==> src/rtl/bcd_report_sched_pkg.sv <==
// Shared uart constants and the report scheduler FSM encoding.
package bcd_report_sched_pkg;
  localparam logic [7:0] ASCII_ZERO  = 8'h30;
  localparam logic [7:0] ASCII_SPACE = 8'h20;
  localparam logic [7:0] ASCII_A     = 8'h41;
  localparam logic [7:0] ASCII_CR    = 8'h0D;
  localparam logic [7:0] ASCII_LF    = 8'h0A;
  localparam int         REPORT_LEN  = 7;

  typedef enum logic [1:0] {ST_IDLE, ST_START, ST_CONV, ST_SEND} state_t;
endpackage

==> src/rtl/bcd_report_sched_bin2bcd.sv <==
// Serial 12-bit binary-to-BCD converter (double dabble, one bit per cycle).
// valid pulses 13 cycles after start; bcd is only meaningful while valid is high.
module bcd_report_sched_bin2bcd (
  input  logic        clk,
  input  logic        nrst,
  input  logic        start,
  input  logic [11:0] bin,
  output logic [15:0] bcd,
  output logic        valid
);
  logic [27:0] sh, sh_nxt;
  logic [3:0]  step;
  logic        run;

  // One iteration: add 3 to every BCD nibble >= 5, then shift the next binary bit in.
  always_comb begin
    sh_nxt = sh;
    for (int d = 0; d < 4; d++)
      if (sh[12+4*d +: 4] >= 4'd5) sh_nxt[12+4*d +: 4] = sh[12+4*d +: 4] + 4'd3;
    sh_nxt = sh_nxt << 1;
  end

  always_ff @(posedge clk or negedge nrst) begin
    if (!nrst) begin
      sh    <= '0;
      step  <= '0;
      run   <= 1'b0;
      bcd   <= '0;
      valid <= 1'b0;
    end else begin
      valid <= 1'b0;
      if (valid) bcd <= '0;
      if (start) begin
        sh   <= {16'd0, bin};
        step <= '0;
        run  <= 1'b1;
      end else if (run) begin
        sh   <= sh_nxt;
        step <= step + 4'd1;
        if (step == 4'd11) begin
          run   <= 1'b0;
          valid <= 1'b1;
          bcd   <= sh_nxt[27:12];
        end
      end
    end
  end
endmodule

==> src/rtl/bcd_report_sched.sv <==
// Round-robin scheduler sharing one serial bin2bcd among N_CH requesters and
// streaming each result as a 7-byte ASCII line ("<tag><4 digits>\r\n") to UART TX.
module bcd_report_sched
  import bcd_report_sched_pkg::*;
#(
  parameter int N_CH     = 4,
  parameter int ZERO_PAD = 1,
  parameter int TMO      = 31
) (
  input  logic                clk,
  input  logic                nrst,
  input  logic [N_CH-1:0]     req,
  input  logic [N_CH*12-1:0]  din,
  output logic [N_CH-1:0]     ack,
  output logic [7:0]          tx_data,
  output logic                tx_valid,
  input  logic                tx_ready,
  output logic                busy,
  output logic                err
);
  localparam int GW = $clog2(N_CH);
  localparam int CW = $clog2(TMO + 1);

  state_t        state;
  logic [GW-1:0] last_grant, pick;
  logic [11:0]   value;
  logic [CW-1:0] cnt;
  logic [15:0]   bcd_q, conv_bcd;
  logic [2:0]    idx;
  logic          conv_start, conv_valid;

  function automatic logic [GW-1:0] rr_pick(input logic [N_CH-1:0] r, input logic [GW-1:0] last);
    logic [GW-1:0] p;
    p = last;
    // Walk from farthest to nearest so the channel right after last wins.
    for (int k = N_CH; k >= 1; k--)
      if (r[(int'(last) + k) % N_CH]) p = GW'((int'(last) + k) % N_CH);
    return p;
  endfunction

  function automatic logic [7:0] report_byte(input logic [2:0] i, input logic [GW-1:0] ch,
                                             input logic [15:0] b);
    logic [15:0] upper;
    logic [7:0]  r;
    upper = '0;
    r     = ASCII_LF;
    case (i)
      3'd0: r = ASCII_A + 8'(ch);
      3'd1, 3'd2, 3'd3, 3'd4: begin
        // Digit lands in the low nibble; nothing set above it means a leading zero.
        upper = b >> (4 * (4 - int'(i)));
        r = (ZERO_PAD == 0 && i != 3'd4 && upper == 16'd0) ? ASCII_SPACE
                                                           : ASCII_ZERO + {4'd0, upper[3:0]};
      end
      3'd5:    r = ASCII_CR;
      default: r = ASCII_LF;
    endcase
    return r;
  endfunction

  assign pick       = rr_pick(req, last_grant);
  assign conv_start = (state == ST_START);
  assign busy       = (state != ST_IDLE);

  bcd_report_sched_bin2bcd bin2bcd_c (
    .clk   (clk),
    .nrst  (nrst),
    .start (conv_start),
    .bin   (value),
    .bcd   (conv_bcd),
    .valid (conv_valid)
  );

  // cnt counts cycles since START; err is registered so it shows while cnt == TMO.
  always_ff @(posedge clk or negedge nrst) begin
    if (!nrst) begin
      state      <= ST_IDLE;
      last_grant <= GW'(N_CH - 1);
      value      <= '0;
      cnt        <= '0;
      bcd_q      <= '0;
      idx        <= '0;
      ack        <= '0;
      tx_valid   <= 1'b0;
      tx_data    <= '0;
      err        <= 1'b0;
    end else begin
      ack <= '0;
      err <= 1'b0;
      case (state)
        ST_IDLE: if (|req) begin
          last_grant <= pick;
          value      <= din[12*int'(pick) +: 12];
          ack[pick]  <= 1'b1;
          cnt        <= '0;
          state      <= ST_START;
        end
        ST_START: begin
          cnt   <= cnt + 1'b1;
          state <= ST_CONV;
        end
        ST_CONV: begin
          cnt <= cnt + 1'b1;
          if (cnt == CW'(TMO)) begin
            state <= ST_IDLE;
          end else if (conv_valid) begin
            bcd_q    <= conv_bcd;
            tx_valid <= 1'b1;
            tx_data  <= report_byte(3'd0, last_grant, conv_bcd);
            idx      <= '0;
            state    <= ST_SEND;
          end else if (cnt == CW'(TMO - 1)) begin
            err <= 1'b1;
          end
        end
        ST_SEND: if (tx_ready) begin
          if (idx == 3'(REPORT_LEN - 1)) begin
            tx_valid <= 1'b0;
            tx_data  <= '0;
            idx      <= '0;
            state    <= ST_IDLE;
          end else begin
            idx     <= idx + 3'd1;
            tx_data <= report_byte(idx + 3'd1, last_grant, bcd_q);
          end
        end
        default: state <= ST_IDLE;
      endcase
    end
  end
endmodule
==> config.mk <==
export PLATFORM = sky130hd
export DESIGN_NAME = bcd_report_sched
export DESIGN_NICKNAME = d
export VERILOG_FILES = /design/src/rtl/bcd_report_sched_pkg.sv /design/src/rtl/bcd_report_sched_bin2bcd.sv /design/src/rtl/bcd_report_sched.sv
export SDC_FILE = /design/constraint.sdc
export NUM_CORES = 1
export LEC_CHECK = 0
export BUFFER_PORTS_ARGS = -buffer_cell sky130_fd_sc_hd__buf_4
export CAP_MARGIN = 20
export CORE_MARGIN = 1.5
export CORE_UTILIZATION = 63
export DETAILED_ROUTE_END_ITERATION = 10
export PLACE_DENSITY_LB_ADDON = 0.15
export SYNTH_ARGS = -nofsm -noshare
export SYNTH_HDL_FRONTEND = slang
export SYNTH_HIERARCHICAL = 1
export SYNTH_SLANG_ARGS = --single-unit
==> constraint.sdc <==
create_clock -name clk -period 4.75 [get_ports clk]
set_input_delay 0.95 -clock clk [delete_from_list [all_inputs] [get_ports clk]]
set_output_delay 0.95 -clock clk [all_outputs]
set_load 0.05 [all_outputs]
# After elaboration in Yosys (flattened, before gate mapping)
# Cells that the tools add are included.
dict set report classes {
  bitwise_logic 5
  n_shift 2
  mul 1
  magnitude_cmp 10
  add_sub_neg 14
  n_reduce_logical 20
  muxes 66
  eq_ne 18
}
# operator count
set ops {}
lappend ops {{16-bit 2-to-1 mux} 4}
lappend ops {{28-bit 2-to-1 mux} 2}
lappend ops {{48-bit by 7-bit indexed part select with 12-bit output} 1}
lappend ops {{8-bit 2-to-1 mux} 4}
lappend ops {{16-bit by 32-bit >> shifter with 4-bit output} 1}
lappend ops {{4-bit 2-to-1 mux} 7}
lappend ops {{8-bit case mux with 3 select lines} 1}
lappend ops {{1-bit 2-to-1 mux} 23}
lappend ops {{2-bit 2-to-1 mux} 9}
lappend ops {{4-bit by 3-bit >= comparator with 1-bit output (second input constant)} 4}
lappend ops {{3-bit by 4-bit < comparator with 1-bit output (second input constant)} 4}
lappend ops {{8-bit case mux with 2 select lines} 1}
lappend ops {{3-bit 2-to-1 mux} 5}
lappend ops {{4-bit by 2-bit adder with 4-bit output (second input constant)} 3}
lappend ops {{5-bit == test (second input constant)} 2}
lappend ops {{5-bit case mux with 2 select lines} 1}
lappend ops {{2-bit OR reduction} 5}
lappend ops {{3-bit == test (second input constant)} 3}
lappend ops {{7-bit by 2-bit adder with 8-bit output (first input constant)} 1}
lappend ops {{1-bit binary-select mux with 2-bit select} 4}
lappend ops {{2-bit inequality test (second input constant)} 4}
lappend ops {{2-bit case mux with 4 select lines} 1}
lappend ops {{4-bit AND reduction} 2}
lappend ops {{2-bit nonzero test} 4}
lappend ops {{31 further kinds} 40}
dict set report word_totals {
  output_inout_bits 15
  register_bits 104
}

# Logic depth before layout (Yosys ltp)
# Gate-level depths: netlist (run 1).
dict set report depth {
  word_depth 16
  depth_mapped 9
}

# Cells and area by module
# The synthesis (run 1) kept the hierarchy.
# mod area_each_um2 instances cells_per_inst
set by_module_without_submodules {}
lappend by_module_without_submodules {bcd_report_sched 3045.4 1 271}
lappend by_module_without_submodules {bcd_report_sched_bin2bcd 2562.5 1 257}

# Worst setup path before layout (run 1)
# Ideal clock, no wire load.
dict set report synth_timing {
  path_type {reg2reg}
  startpoint {register idx[0]}
  endpoint {register tx_data[0]}
  arrival_ps 2023
  slack_ps 2599
  n_path_buf 1
  setup_ps 129
  path_stages_with_launch 9
  cell_sequence {dfrtp_1 clkbuf_1 inv_1 ha_1 or3_1 mux2i_1 nor3b_1 nand2b_1 o21ai_0}
}
dict set report synth_between {
  elab_chain_len 8
  word_cells_on_any_way 16
}
# element line
set synth_rtl {}
lappend synth_rtl {{start, declared} bcd_report_sched.sv:29} ;# logic [2:0] idx;
lappend synth_rtl {{start signal, assigned} bcd_report_sched.sv:123} ;# idx <= idx + 3'd1;
lappend synth_rtl {{3-bit by 1-bit adder with 3-bit output} bcd_report_sched.sv:124} ;# tx_data <= report_byte(idx + 3'd1, last_grant, bcd_q);
lappend synth_rtl {{3-bit by 3-bit subtractor with 4-bit output} bcd_report_sched.sv:51} ;# upper = b >> (4 * (4 - int'(i)));
lappend synth_rtl {{16-bit by 32-bit >> shifter with 4-bit output} bcd_report_sched.sv:51}
lappend synth_rtl {{6-bit by 4-bit adder with 7-bit output} bcd_report_sched.sv:53} ;# : ASCII_ZERO + {4'd0, upper[3:0]};
lappend synth_rtl {{8-bit case mux with 3 select lines} bcd_report_sched.sv:47} ;# case (i)
lappend synth_rtl {{8-bit 2-to-1 mux *} bcd_report_sched.sv:117} ;# if (idx == 3'(REPORT_LEN - 1)) begin
lappend synth_rtl {{8-bit 2-to-1 mux *} bcd_report_sched.sv:116} ;# ST_SEND: if (tx_ready) begin
lappend synth_rtl {{8-bit case mux with 2 select lines *} bcd_report_sched.sv:90} ;# case (state)
lappend synth_rtl {{end signal, assigned} bcd_report_sched.sv:109} ;# tx_data <= report_byte(3'd0, last_grant, conv_bcd);
lappend synth_rtl {{end signal, assigned} bcd_report_sched.sv:124}
lappend synth_rtl {{end, declared} bcd_report_sched.sv:15} ;# output logic [7:0] tx_data,
# Mark *: on every way between the ends. The rest lies on a longest branch, timed or not. The select of a mux whose other input is x is not followed.
# A chain may end at the register's enable or synchronous reset.

# Final worst setup path (run 1)
dict set report layout_timing {
  startpoint {register last_grant[1]}
  endpoint {register value[3]}
}
dict set report layout_between {
  elab_chain_len 10
  word_cells_on_any_way 22
}
# element line
set layout_rtl {}
lappend layout_rtl {{start, declared} bcd_report_sched.sv:25} ;# logic [GW-1:0] last_grant, pick;
lappend layout_rtl {{start signal, assigned} bcd_report_sched.sv:78} ;# last_grant <= GW'(N_CH - 1);
lappend layout_rtl {{start signal, assigned} bcd_report_sched.sv:92} ;# last_grant <= pick;
lappend layout_rtl {{2-bit by 1-bit adder with 2-bit output} bcd_report_sched.sv:37} ;# if (r[(int'(last) + k) % N_CH]) p = GW'((int'(last) + k) % N_CH);
lappend layout_rtl {{1-bit binary-select mux with 2-bit select} bcd_report_sched.sv:37}
lappend layout_rtl {{1-bit 2-to-1 mux (implied by the code) (2 in series)} bcd_report_sched.sv:37}
lappend layout_rtl {{2-bit 2-to-1 mux (3 in series)} bcd_report_sched.sv:37}
lappend layout_rtl {{2-bit 2-to-1 mux *} bcd_report_sched.sv:37}
lappend layout_rtl {{2-bit by 2-bit multiplier with 4-bit output *} bcd_report_sched.sv:93} ;# value <= din[12*int'(pick) +: 12];
lappend layout_rtl {{48-bit by 7-bit indexed part select with 12-bit output *} bcd_report_sched.sv:93}
lappend layout_rtl {{end signal, assigned} bcd_report_sched.sv:93}
lappend layout_rtl {{end, declared} bcd_report_sched.sv:26} ;# logic [11:0] value;
# Marks and branches as above.

==> impl_metrics.tcl, run 1 <==
set metrics [dict create \
    die_area_um2 9480 \
    grt_pass1_vias 4047 \
    crit_type "flop to flop" \
    place.gp.congestion 0.825 \
    dp_hpwl_mm 7.73 \
    synth_nets 606 \
    reg2reg_slack_ns 2.16 \
    cts_tree "done" \
    grt_max_degree 76 \
    fin_crit_ns 2.59 \
    p_int_mw 2.33 \
    syn2layout_area_growth_pct 12.0 \
    clk_latency_ns 0.36 \
    regArea_um2 2550 \
    whs_ns 0.487 \
    max_stage_delay_ns 0.66 \
    fmax_mhz 386 \
    nets 660 \
    clockBufferDepth 2 \
    path_clk_slew_ns 0.11 \
    htree_levels 3 \
    io_buffers 68 \
    io_pins 70 \
    r2r_end "value[3]" \
    vias_per_cell 5.87 \
    leakage_nw 3.03 \
    drive_gt1_share_pct 23.7 \
    slew_violations 0 \
    synth_cell_types 53 \
    die_w_um 97.3 \
    ys_ff_latch 102 \
    async_flop_share_pct 100 \
    path_buf_inv 0 \
    synth-edff-count 0 \
    syn-mean-instance-area_um2 10.6 \
    reg2reg_from "last_grant[1]" \
    power_density_nw_per_um2 656 \
    crit_family "simple AND/OR/NAND/NOR gates" \
    drt_iter0_drc 183 \
    reg2reg_depth 6 \
    yosysSeqAreaShare_pct 45.6 \
    synth_cells 528 \
    p_sw_share_pct 43.3 \
    end_kind "flop" \
    final_common_cell "dfrtp_1" \
    min_path_cells 1 \
    post-cts-setup-buffers 0 \
    worstPathRequired_ns 5.00 \
    status "finished clean" \
    antenna_found_initial 0 \
    hold_class "flop to flop" \
    clkSinkCount 102 \
    setup_viol 0 \
    holdPathEnd "tx_data[6]" \
    multiInputGateArea_um2 2730 \
    fin_skew_ns 0.0132 \
    final_cell_mix "dfrtp_1 (100), buf_4 (72), nand2_1 (49)" \
    vias 4078 \
    core_um2 8680 \
    wl_mm 10.8 \
    switching_power_mw 1.79 \
    min_from "tx_data[6]" \
    numCtsBuffers 9 \
    dpl.cell_count 679 \
    p_seq_share_pct 37.0 \
    initial_utilization_pct 64.6 \
    hold_buffers 0 \
    fill_cells 642 \
    arrival_ns 2.85 \
    diodes 0 \
    maxCapViolCount 0 \
    tns_ns 0 \
    grt_usage_pct 24.1 \
    grt_pass1_wl_mm 19.0 \
    utilization_pct 72.4 \
    slew_headroom_pct 38.8 \
    finalCritPeriodShare_pct 54.6 \
    rows 34 \
    worstPathCellList "ha_1, mux2i_1, a211oi_2, nor4_2, nand2_1, o221ai_1" \
    syn_area_um2 5610 \
    hold_viol_final 0 \
    power_mw 4.12 \
    rsz0062_at_grt "no" \
    cts_resized 0 \
    overflow 0 \
    yosys_warnings 6 \
    worst_pin_slew_ns 0.918 \
    ant_nets 0 \
    drc 0 \
    die_h_um 97.3 \
    cts_root_buf "clkbuf_8" \
    ir_worst_vdd_mv 0.320 \
    path_max_fanout 14 \
    clkPwrFrac_pct 12.7 \
    drt_first_pass_iters 4 \
    routedWlPerCell_um 15.5 \
    start_kind "flop" \
    instances_no_fill 695 \
    synthFlopType "dfrtp_1" \
    cp_slowest_cell "dfstp_2" \
    combinationalPowerShare_pct 50.3 \
]
Yosys cell counts, drive strengths merged (6+ instances only):
cell type / instances / area [µm²]
clkbuf: 9 / 33.8
xnor2: 6 / 52.6
nand2b: 13 / 88.8
dfrtp: 100 / 2500
mux2: 19 / 218
nor2b: 8 / 50.1
ha: 23 / 288
nor3b: 9 / 72.6
a21oi: 26 / 130
mux2i: 44 / 440
o221ai: 12 / 149
o21ai: 58 / 324
nand2: 50 / 190
inv: 26 / 97.6
nand3b: 18 / 135
nor2: 23 / 86.3
buf: 21 / 188
nor3: 7 / 35.0
area by class of cell:
type,instances,area share [%]
Tap cell,108,2.15
Inverter,26,1.55
Sequential cell,102,40.7
Clock inverter,6,0.857
Multi-Input combinational cell,370,43.5
Timing Repair Buffer,73,9.04
Clock buffer,10,2.19
power by group through the flow:
stage / Sequential [mW] / Combinational (mW) / Clock (mW)
global route: 1.58 / 2.31 / 0.569
detailed placement: 1.53 / 2.07 / 0
global placement: 1.52 / 1.99 / 0
CTS: 1.52 / 2.08 / 0.533
floorplan: 1.56 / 1.66 / 0
finish: 1.52 / 2.07 / 0.523
layer usage:
layer  vias to the layer above  global-route usage (%)  part of all wire (%)
met1                      2007                    34.0                    46
met5                         -                       0                     0
li1                       1989                       -                     -
met2                        76                    40.1                    51
met3                         6                    4.03                   2.8
met4                         0                    4.29                  0.64
logic make-up after synthesis:
kind of cell | count (synthesis) | share of synthesized area (%)
and+or+nand+nor | 146 | 13.9
AOI/OAI and AO/OA | 125 | 15.0
DFF | 102 | 45.6
muxes | 67 | 13.3
buffers and inverters | 56 | 5.69
adders and majority gates | 23 | 5.13
xor gates and xnor gates | 8 | 1.25
other | 1 | 0.0669
worst max path at each step:
| stage | startpoint | end | slack (ns) | depth (start not counted) |
|---|---|---|---|---|
| 2_1_floorplan | idx[0] | tx_data[0] | 2.60 | 8 |
| 3_3_place_gp | req[3] | value[11] | 2.17 | 5 |
| 3_5_place_dp | req[3] | value[3] | 2.06 | 5 |
| 4_1_cts | last_grant[1] | value[3] | 2.16 | 6 |
| 5_1_grt | last_grant[1] | value[3] | 2.00 | 6 |
| 6_report | last_grant[1] | value[3] | 2.16 | 6 |
per-stage QoR:
stage	instance area [µm²]	setup slack [ns]
floorplan	5610	2.60
global placement	6060	2.17
detailed placement	6090	2.06
CTS	6280	2.16
global route	6280	2.00
finish	6280	2.16
registers in the layout (all words and copies together), names as in the netlist:
register	cells
value	12
bin2bcd_c/run	1
ack	4
bcd_q	16
idx	3
bin2bcd_c/sh	28
bin2bcd_c/step	4
bin2bcd_c/valid	1
err	1
cnt	5
tx_valid	1
bin2bcd_c/bcd	16
tx_data	6
state	2
last_grant	2
Power figures use the tool's default switching activity.
==> run 2: changes to the inputs <==
--- a/config.mk
+++ b/config.mk
@@ -5,10 +5,11 @@
 export SDC_FILE = /design/constraint.sdc
 export NUM_CORES = 1
 export LEC_CHECK = 0
+export ABC_AREA = 1
 export BUFFER_PORTS_ARGS = -buffer_cell sky130_fd_sc_hd__buf_4
 export CAP_MARGIN = 20
 export CORE_MARGIN = 1.5
-export CORE_UTILIZATION = 63
+export CORE_UTILIZATION = 53
 export DETAILED_ROUTE_END_ITERATION = 10
 export PLACE_DENSITY_LB_ADDON = 0.15
 export SYNTH_ARGS = -nofsm -noshare
==> constraint.sdc (replaced) <==
create_clock -name clk -period 2.35 [get_ports clk]
set_input_delay 0.47 -clock clk [delete_from_list [all_inputs] [get_ports clk]]
set_output_delay 0.47 -clock clk [all_outputs]
set_load 0.05 [all_outputs]
==> run 2 against run 1 <==
Sequential power up 70%; critical endpoint is now value[6]; largest cell class is now sequential cells; critical path type unchanged; wire length is 14% higher; global-route usage down 0.99 points; highest routed layer unchanged.
==> impl_metrics.tcl, run 2 <==
set metrics [dict create \
    status "finished clean" \
    hold_class "input pin to async pin" \
    io_pins 70 \
    start_kind "flop" \
    yosysMostFrequentCell "nand2_1" \
    grt_max_degree 46 \
    yosysSeqAreaShare_pct 44.8 \
    vias_per_cell 5.32 \
    drt_first_pass_iters 5 \
    synth-edff-count 0 \
    synth_nets 799 \
    grt_usage_pct 23.1 \
    synthFlopType "dfrtp_1" \
    die_h_um 107 \
    grt_pass1_wl_mm 21.4 \
    crit_type "flop to flop" \
    synth_xor_area_share_pct 0.154 \
    regMostFlops "bin2bcd_c/sh" \
    wl_mm 12.2 \
    fill_cells 901 \
    syn2layout_area_growth_pct 15.1 \
    cts_root_buf "clkbuf_8" \
    dp_slack_ns 0.187 \
    cts_tree "done" \
    cp_slowest_cell "dfstp_2" \
    antenna_found_initial 0 \
    drc 0 \
    numCtsBuffers 9 \
    nets 867 \
    worst_pin_slew_ns 0.571 \
    ant_nets 0 \
    finalCritPeriodShare_pct 91.2 \
    path_buf_inv 0 \
    htree_levels 3 \
    dpl_cell_area_um2 6340 \
    startpoint "last_grant[1]" \
    power_mw 8.36 \
    cpMostUsedCell "nand2_1" \
    utilization_pct 63.3 \
    rsz0062_at_grt "no" \
    worst_slack_ns 0.207 \
    path_max_fanout 27 \
    drive_gt1_share_pct 18.0 \
    synth_top_area_cell "dfrtp_1" \
    core_um2 10400 \
    place.gp.congestion 0.879 \
    dpl.cell_count 914 \
    syn_area_um2 5700 \
    max_stage_delay_ns 0.59 \
    synth_cells 721 \
    die_w_um 107 \
    largest_register_ffs 28 \
    vias 4944 \
    reg2reg_from "last_grant[1]" \
    muxShareOfSynthArea_pct 2.57 \
    overflow 0 \
    path_clk_slew_ns 0.10 \
    final_cell_mix "nand2_1 (185), inv_1 (109), nand3_1 (101)" \
    clockBufferDepth 2 \
    clkSinkCount 102 \
    ys_ff_latch 102 \
    synth-simple-area-share_pct 27.8 \
    whs_ns 0.0899 \
    yosys.area_share.adder_pct 5.05 \
    ir_worst_vdd_mv 0.698 \
    slew_headroom_pct 61.9 \
    rows 37 \
    post-cts-setup-buffers 0 \
    end_kind "flop" \
    fin_skew_ns 0.0135 \
    async_flop_share_pct 100 \
    slew_violations 0 \
    crit_family "simple AND/OR/NAND/NOR gates" \
    initial_utilization_pct 55.0 \
    drt_iter0_drc 366 \
    fmax_mhz 467 \
    diodes 0 \
    instances_no_fill 930 \
    yosys_warnings 6 \
    synth_top_family_by_area "simple AND/OR/NAND/NOR gates" \
    worstPathCellList "ha_1, nand3_2, nand2_2, nand2_4, nand3_4, nand2_8, nand2_1, nand3_1, nand2_1, nand2_1, nand2_1" \
    die_area_um2 11400 \
    maxCapViolCount 0 \
    top_regs "bin2bcd_c/sh: 28 flops, bcd_q: 16 flops, bin2bcd_c/bcd: 16 flops" \
    synth_cell_types 41 \
    synth_area_leaders "dfrtp_1 (44%), nand2_1 (12%), nand3_1 (8.9%), inv_1 (7.2%), ha_1 (5.0%)" \
    setup_viol 0 \
    dp_hpwl_mm 9.26 \
    fin_crit_ns 2.14 \
    arrival_ns 2.40 \
    netlist_top_cells_count "nand2_1 (186), inv_1 (109), nand3_1 (101)" \
    synth_top_area_share_pct 43.9 \
    worstPathRequired_ns 2.61 \
    io_buffers 68 \
    final_common_cell "nand2_1" \
    power_density_nw_per_um2 1270 \
    grt_pass1_vias 4937 \
    final_area_um2 6560 \
    syn-mean-instance-area_um2 7.91 \
    clk_latency_ns 0.37 \
    tns_ns 0 \
    routedWlPerCell_um 13.2 \
    hold_viol_final 0 \
    synth-compound-area-share_pct 8.58 \
    leakage_nw 3.58 \
]
[run 2: cell types whose count changed in the layout (fill, tap and decap cells not counted), moves of 8 or more]
cell / change
a21oi_1: -15
nor2b_1: -8
o21ai_2: -8
nand2_1: +136
inv_1: +83
buf_4: +11
nand2b_1: -11
inv_2: +8
nand3b_1: -18
nand3_1: +96
mux2i_1: -44
[run 2: cell type report]
class	count	area, µm²	share of cell area, %
clock inverters	7	81.3	1.24
inverters	120	455	6.94
well taps	136	170	2.59
repair buffers	84	643	9.80
clock buffers	9	124	1.89
multi-input cells	472	2530	38.6
flip-flops and latches	102	2550	38.9
[run 2: cell families after synthesis]
group,Yosys count
flops,102
other cells,1
fa+ha+maj,23
xor+xnor,1
simple gates,349
buf+inv,147
compound gates,85
mux,13
[run 2: routing by layer]
layer / vias up / track usage, % / part of all wire [%]
met1: 2385 / 28.8 / 45
met5: - / 0 / 0
met4: 0 / 6.38 / 1.3
met3: 16 / 3.53 / 2.9
li1: 2456 / - / -
met2: 87 / 41.6 / 51
[run 2: worst paths after layout]
path	end	slack (ns)	depth (start not counted)
max	value[6]	0.21	11
min	ack[3]	0.09	1
max reg2reg	value[6]	0.21	11
min reg2reg	value[4]	0.49	2
max in group asynchronous	bin2bcd_c/sh[24]	1.53	2
min in group clk	value[4]	0.49	2
[run 2: where the power goes]
part / leakage [nW] / switching (mW) / total, mW / internal [mW]
Sequential: 1.35 / 0.309 / 2.59 / 2.28
Combinational: 2.14 / 3.09 / 4.64 / 1.56
Clock: 0.0940 / 0.624 / 1.13 / 0.505
Total: 3.58 / 4.02 / 8.36 / 4.34
[run 2: worst reg2reg max path: stages (launching register included)]
cell and delay, ns:
dfstp_2 0.59, ha_1 0.30, nand3_2 0.12, nand2_2 0.08, nand2_4 0.10, nand3_4 0.26, nand2_8 0.27, nand2_1 0.08
nand3_1 0.07, nand2_1 0.06, nand2_1 0.06, nand2_1 0.05
[run 2: timing repair]
item / in CTS / in global routing
setup endpoints to repair: 0 / 13
gates resized for setup: 0 / 3
hold buffers: 0 / 0
endpoints found under the hold margin: 0 / 0
